===== config.mk =====
export PLATFORM = sky130hd
export DESIGN_NAME = regdemux_n
export DESIGN_NICKNAME = d
export VERILOG_FILES = /design/src/rtl/regdemux_n_pkg.sv /design/src/rtl/regdemux_ptr.sv /design/src/rtl/regdemux_n.sv
export SDC_FILE = /design/constraint.sdc
export NUM_CORES = 1
export LEC_CHECK = 0
export ABC_CLOCK_PERIOD_IN_PS = 3420
export BUFFER_PORTS_ARGS = -buffer_cell sky130_fd_sc_hd__buf_2
export CELL_PAD_IN_SITES_DETAIL_PLACEMENT = 2
export CELL_PAD_IN_SITES_GLOBAL_PLACEMENT = 2
export CORE_ASPECT_RATIO = 0.7
export CORE_MARGIN = 1
export CORE_UTILIZATION = 32
export CTS_CLUSTER_SIZE = 25
export DETAILED_ROUTE_END_ITERATION = 8
export GPL_ROUTABILITY_DRIVEN = 0
export GPL_TIMING_DRIVEN = 0
export PLACE_DENSITY_LB_ADDON = 0.3
export SLEW_MARGIN = 20
export SYNTH_ARGS = -nofsm -noshare
export SYNTH_HDL_FRONTEND = slang
export SYNTH_SLANG_ARGS = --single-unit

===== constraint.sdc =====
create_clock -name clk -period 3.42 [get_ports clk]
set_input_delay 0.684 -clock clk [delete_from_list [all_inputs] [get_ports clk]]
set_output_delay 0.684 -clock clk [all_outputs]
set_load 0.01 [all_outputs]

===== src/rtl/regdemux_n_pkg.sv =====
// Shared definitions for the regdemux_n register demultiplexer.
//   RSA_DW_DEF : default per-channel data width
//   mode_e     : auto_mode encodings (MODE_MANUAL / MODE_AUTO)
//   sel_w()    : select/pointer width for a given channel count, never below 1
package regdemux_n_pkg;

    localparam int RSA_DW_DEF = 16;

    typedef enum logic {
        MODE_MANUAL = 1'b0,
        MODE_AUTO   = 1'b1
    } mode_e;

    function automatic int sel_w(input int n);
        return (n <= 2) ? 1 : $clog2(n);
    endfunction

endpackage


===== src/rtl/regdemux_ptr.sv =====
// Auto-routing pointer for regdemux_n.
//   clk, sys_rst : clock, synchronous active-high reset
//   step         : an auto-mode beat is accepted this cycle
//   load         : start in auto mode; replace the pointer with load_val
//   load_val     : value to load; values >= N_OUT load 0 instead
//   ptr          : pointer in effect this cycle (already reflects a same-cycle load)
//   wrap         : this cycle's beat targets channel N_OUT-1, so the pointer wraps
//   load_err     : load_val was out of range
module regdemux_ptr
    import regdemux_n_pkg::*;
#(
    parameter int N_OUT = 4,
    localparam int SEL_W = sel_w(N_OUT)
) (
    input  logic             clk,
    input  logic             sys_rst,
    input  logic             step,
    input  logic             load,
    input  logic [SEL_W-1:0] load_val,
    output logic [SEL_W-1:0] ptr,
    output logic             wrap,
    output logic             load_err
);

    logic [SEL_W-1:0] ptr_q;

    // A load is visible to the beat of the same cycle, so the effective
    // pointer is resolved combinationally ahead of the register.
    always_comb begin
        load_err = load && (32'(load_val) >= N_OUT);
        ptr      = ptr_q;
        if (load)
            ptr = load_err ? '0 : load_val;
        wrap = step && (32'(ptr) == N_OUT - 1);
    end

    always_ff @(posedge clk) begin
        if (sys_rst)
            ptr_q <= '0;
        else if (step)
            ptr_q <= wrap ? '0 : ptr + SEL_W'(1);
        else if (load)
            ptr_q <= ptr;
    end

endmodule


===== src/rtl/regdemux_n.sv =====
// Registered 1-to-N_OUT demultiplexer with manual (sel) or auto (pointer) routing.
//   clk, sys_rst : clock, synchronous active-high reset
//   en           : block enable; when low, pulses are 0 and dout clears or holds per CLR_ON_IDLE
//   auto_mode    : MODE_MANUAL routes by sel, MODE_AUTO routes by the internal pointer
//   start        : in auto mode, loads the pointer from sel
//   sel          : manual channel select / pointer load value
//   din_vld, din : input beat
//   dout         : channel k at [k*RSA_DW +: RSA_DW]
//   dout_vld     : one-hot, channel written this cycle
//   frame_done   : pulses with the write to channel N_OUT-1 in auto mode
//   sel_err      : pulses when a beat or pointer load targets a channel >= N_OUT
module regdemux_n
    import regdemux_n_pkg::*;
#(
    parameter int RSA_DW      = RSA_DW_DEF,
    parameter int N_OUT       = 4,
    parameter bit CLR_ON_IDLE = 1'b1,
    localparam int SEL_W      = sel_w(N_OUT)
) (
    input  logic                    clk,
    input  logic                    sys_rst,
    input  logic                    en,
    input  logic                    auto_mode,
    input  logic                    start,
    input  logic [SEL_W-1:0]        sel,
    input  logic                    din_vld,
    input  logic [RSA_DW-1:0]       din,
    output logic [N_OUT*RSA_DW-1:0] dout,
    output logic [N_OUT-1:0]        dout_vld,
    output logic                    frame_done,
    output logic                    sel_err
);

    logic             is_auto;
    logic             accept;
    logic [SEL_W-1:0] ptr;
    logic             wrap;
    logic             load_err;
    logic [SEL_W-1:0] tgt;
    logic             tgt_ok;

    assign is_auto = (mode_e'(auto_mode) == MODE_AUTO);
    assign accept  = en && din_vld;

    regdemux_ptr #(.N_OUT(N_OUT)) u_ptr (
        .clk      (clk),
        .sys_rst  (sys_rst),
        .step     (accept && is_auto),
        .load     (en && is_auto && start),
        .load_val (sel),
        .ptr      (ptr),
        .wrap     (wrap),
        .load_err (load_err)
    );

    assign tgt    = is_auto ? ptr : sel;
    assign tgt_ok = (32'(tgt) < N_OUT);

    always_ff @(posedge clk) begin
        if (sys_rst) begin
            dout       <= '0;
            dout_vld   <= '0;
            frame_done <= 1'b0;
            sel_err    <= 1'b0;
        end else begin
            dout_vld   <= '0;
            frame_done <= 1'b0;
            sel_err    <= 1'b0;
            if (!en) begin
                if (CLR_ON_IDLE)
                    dout <= '0;
            end else begin
                if (load_err)
                    sel_err <= 1'b1;
                if (accept) begin
                    if (tgt_ok) begin
                        for (int k = 0; k < N_OUT; k++) begin
                            if (32'(tgt) == k) begin
                                dout[k*RSA_DW +: RSA_DW] <= din;
                                dout_vld[k]              <= 1'b1;
                            end
                        end
                        frame_done <= wrap;
                    end else begin
                        sel_err <= 1'b1;
                    end
                end
            end
        end
    end

endmodule


==> impl_metrics.ini <==
[synth]
netlist_instances = 263
synth_area_per_cell_sq_um = 10.2
yosysSeqAreaShare_pct = 52.8
synth_top_area_cell = dfxtp_1
synth_area_leaders = dfxtp_1 (53%), mux2i_1 (24%), nand2_1 (12%)
syn_nets = 288
synth-seq-cells = 71
ys_warn_count = 0
syn_area_sq_um = 2690
synth_top_cell_area_share_pct = 52.8
ys_types = 27

[worst_setup_path]
max_stage_delay_ns = 0.50
slowest_stage = nor3_4
crit_required_ns = 3.67
cp_num_buf_inv = 2
worstRegToRegCells = 4
crit_chain = buf_2, nand2b_1, mux2_2, nor3_4, buf_4, mux2i_1
path_class = primary input to register
rrSetupSlack_ns = 1.63
r2r-start = u_ptr.ptr_q[0]
cp.depth = 6
crit_path_end_kind = register
arrival_ns = 2.42
critPathLaunch = start
startpoint_type = primary input
critPathTopFamily = simple AND/OR/NAND/NOR gates
crit_fanout = 10
r2r_end = dout[38]
crit_end = dout[38]

[floorplan]
chipHeight_um = 78.8
start_util_pct = 33.6
core_area_sq_um = 8010
die_w_um = 112
die_area_sq_um = 8800
io_pins = 94
num_rows = 27

[drt]
antenna_left = 0
dr.pass1.iters = 6
vias_per_cell = 4.74
via_count = 2228
drt_iter0_drc = 58
wirelength_mm = 8.19
drcViolationCount = 8
wl_per_cell_um = 17.4

[power_and_ir_drop]
power_density_nw_per_um2 = 524
leakagePower_nw = 1.86
power_mw = 1.87
ir_drop_uv = 193

[timing]
setup_tns_ns = 0
whs_ns = 0.459
fmax_mhz = 460
tightest_slew_ns = 0.609
setup_ws_ns = 1.25
setup-violations-final = 0
period_minus_slack_ns = 2.17
timing.final.crit_share_pct = 63.5
max_slew_margin_pct = 59.4
finalHoldViolations = 0
skew_ns = 0.00919
slew_viol_final = 0
rsz0062_at_grt = no

[cells_and_area]
nNetsFinal = 391
fillers = 883
drive_gt1_share_pct = 32.5
antenna_cells = 0
area_delta_synth_final_pct = 32.4

[clock_network]
cts_tree = done
cts.sinks = 71
clk_latency_ns = 0.33
cts_buffer_depth = 2
cts_resized = 0
postCtsSetupBuffers = 0
clk_pin_slew_ns = 0.05
cts-hold-fix-buffers = 0
numCtsBuffers = 9
cts_root_buf = clkbuf_16
htreeDepth = 3

[place]
hpwl_mm = 6.03
io_buffers = 92
preCtsSetupSlack_ns = 0.945

[grt]
grt.overflow.total = 0
first_global_vias = 2464
antenna_found_initial = 0
grt_pass1_wl_mm = 13.0
globalRouteTotalUtil_pct = 19.7
grt_max_degree = 12

[outcome]
violations = DRC
status = complete, but fails checks

[run]
drv_cap = 0

[min_path]
hold_path.class = register to register
## sequential cells by signal, indices dropped and copies added (netlist names)
signal / cells
u_ptr.ptr_q: 2
dout_vld: 4
dout: 64
frame_done: 1
## through the flow
step / cell area, sq um / std cells / utilization [%]
floorplan: 2690 / 263 / -
global placement: 3280 / 456 / 41.0
finish: 3570 / 470 / 44.6
CTS: 3570 / 470 / 44.6
detailed placement: 3280 / 456 / 41.0
global route: 3570 / 470 / 44.6
## synth_stat cells (all sizes together)
master / n
clkbuf: 9
a21oi: 1
nand2: 84
xor2: 1
nor3: 3
mux2i: 66
a21boi: 1
conb: 1
or2b: 1
mux2: 3
buf: 7
nand3: 4
nor2b: 1
or3: 1
ha: 1
nor3b: 1
nand2b: 1
and2: 1
nor2: 5
dfxtp: 71
## routing by layer
| layer | routed length, um | part of all wire, % | global-route usage [%] | vias up |
|---|---|---|---|---|
| met3 | 515 | 6.3 | 6.34 | 7 |
| met2 | 3950 | 48 | 34.5 | 59 |
| li1 | - | - | - | 1066 |
| met1 | 3660 | 45 | 23.4 | 1096 |
| met5 | 0 | 0 | 0 | - |
| met4 | 61 | 0.75 | 4.86 | 0 |
## kinds of logic (layout without fill, tap and decap cells)
group	count (synthesis)	after routing	share of synthesized area [%]
adder cells (fa/ha/maj)	1	1	0.464
multiplexers	69	69	26.2
buffers and inverters	16	122	3.48
other	1	1	0.139
XOR/XNOR	1	1	0.325
AND/OR/NAND/NOR	102	102	16.0
AO/OA/AOI/OAI	2	2	0.604
flip-flops	71	71	52.8
## area by class of cell
class	count	area, sq um	share of cell area [%]
clock buffer	10	239	6.70
timing repair buffer	92	460	12.9
sequential	71	1420	39.8
tap	101	126	3.54
buffer	16	93.8	2.63
clock inverter	4	47.5	1.33
multi-input combinational	176	1180	33.0
## report_power, final
| part | total, mW | switching [mW] | leakage [nW] | internal (mW) |
|---|---|---|---|---|
| registers | 0.843 | 0.00542 | 0.573 | 0.837 |
| logic | 0.122 | 0.0755 | 1.14 | 0.0466 |
| clock network | 0.905 | 0.332 | 0.140 | 0.573 |
| total | 1.87 | 0.413 | 1.86 | 1.46 |
## how the worst min path moves through the flow
stage | start | cells after the start | end
global placement | dout[46] | 2 | dout[46]
finish | dout[23] | 2 | dout[23]
floorplan | dout[32] | 2 | dout[32]
detailed placement | dout[23] | 2 | dout[23]
CTS | dout[40] | 2 | dout[40]
global route | dout[57] | 2 | dout[57]
## worst reg2reg max path, delay by kind of cell, from the launching register on
family                 cells  cell delay, ns
buffers and inverters      1            0.35
DFF                        1            0.32
muxes                      2            0.54
and+or+nand+nor            1            0.50
## layout by cell type (no fill, tap or decap), drive strengths merged
cell,Yosys,routed
or2b,1,1
or3,1,1
dfxtp,71,71
clkinvlp,0,1
bufinv,0,1
nor3b,1,1
nor3,3,3
ha,1,1
clkinv,0,2
nand2,84,84
conb,1,1
clkbuf,9,19
a21boi,1,1
nand3,4,4
a21oi,1,1
nor2b,1,1
nor2,5,5
xor2,1,1
and2,1,1
mux2i,66,66
nand2b,1,1
buf,7,99
mux2,3,3
Note: power is estimated with default switching activity, not from simulation.
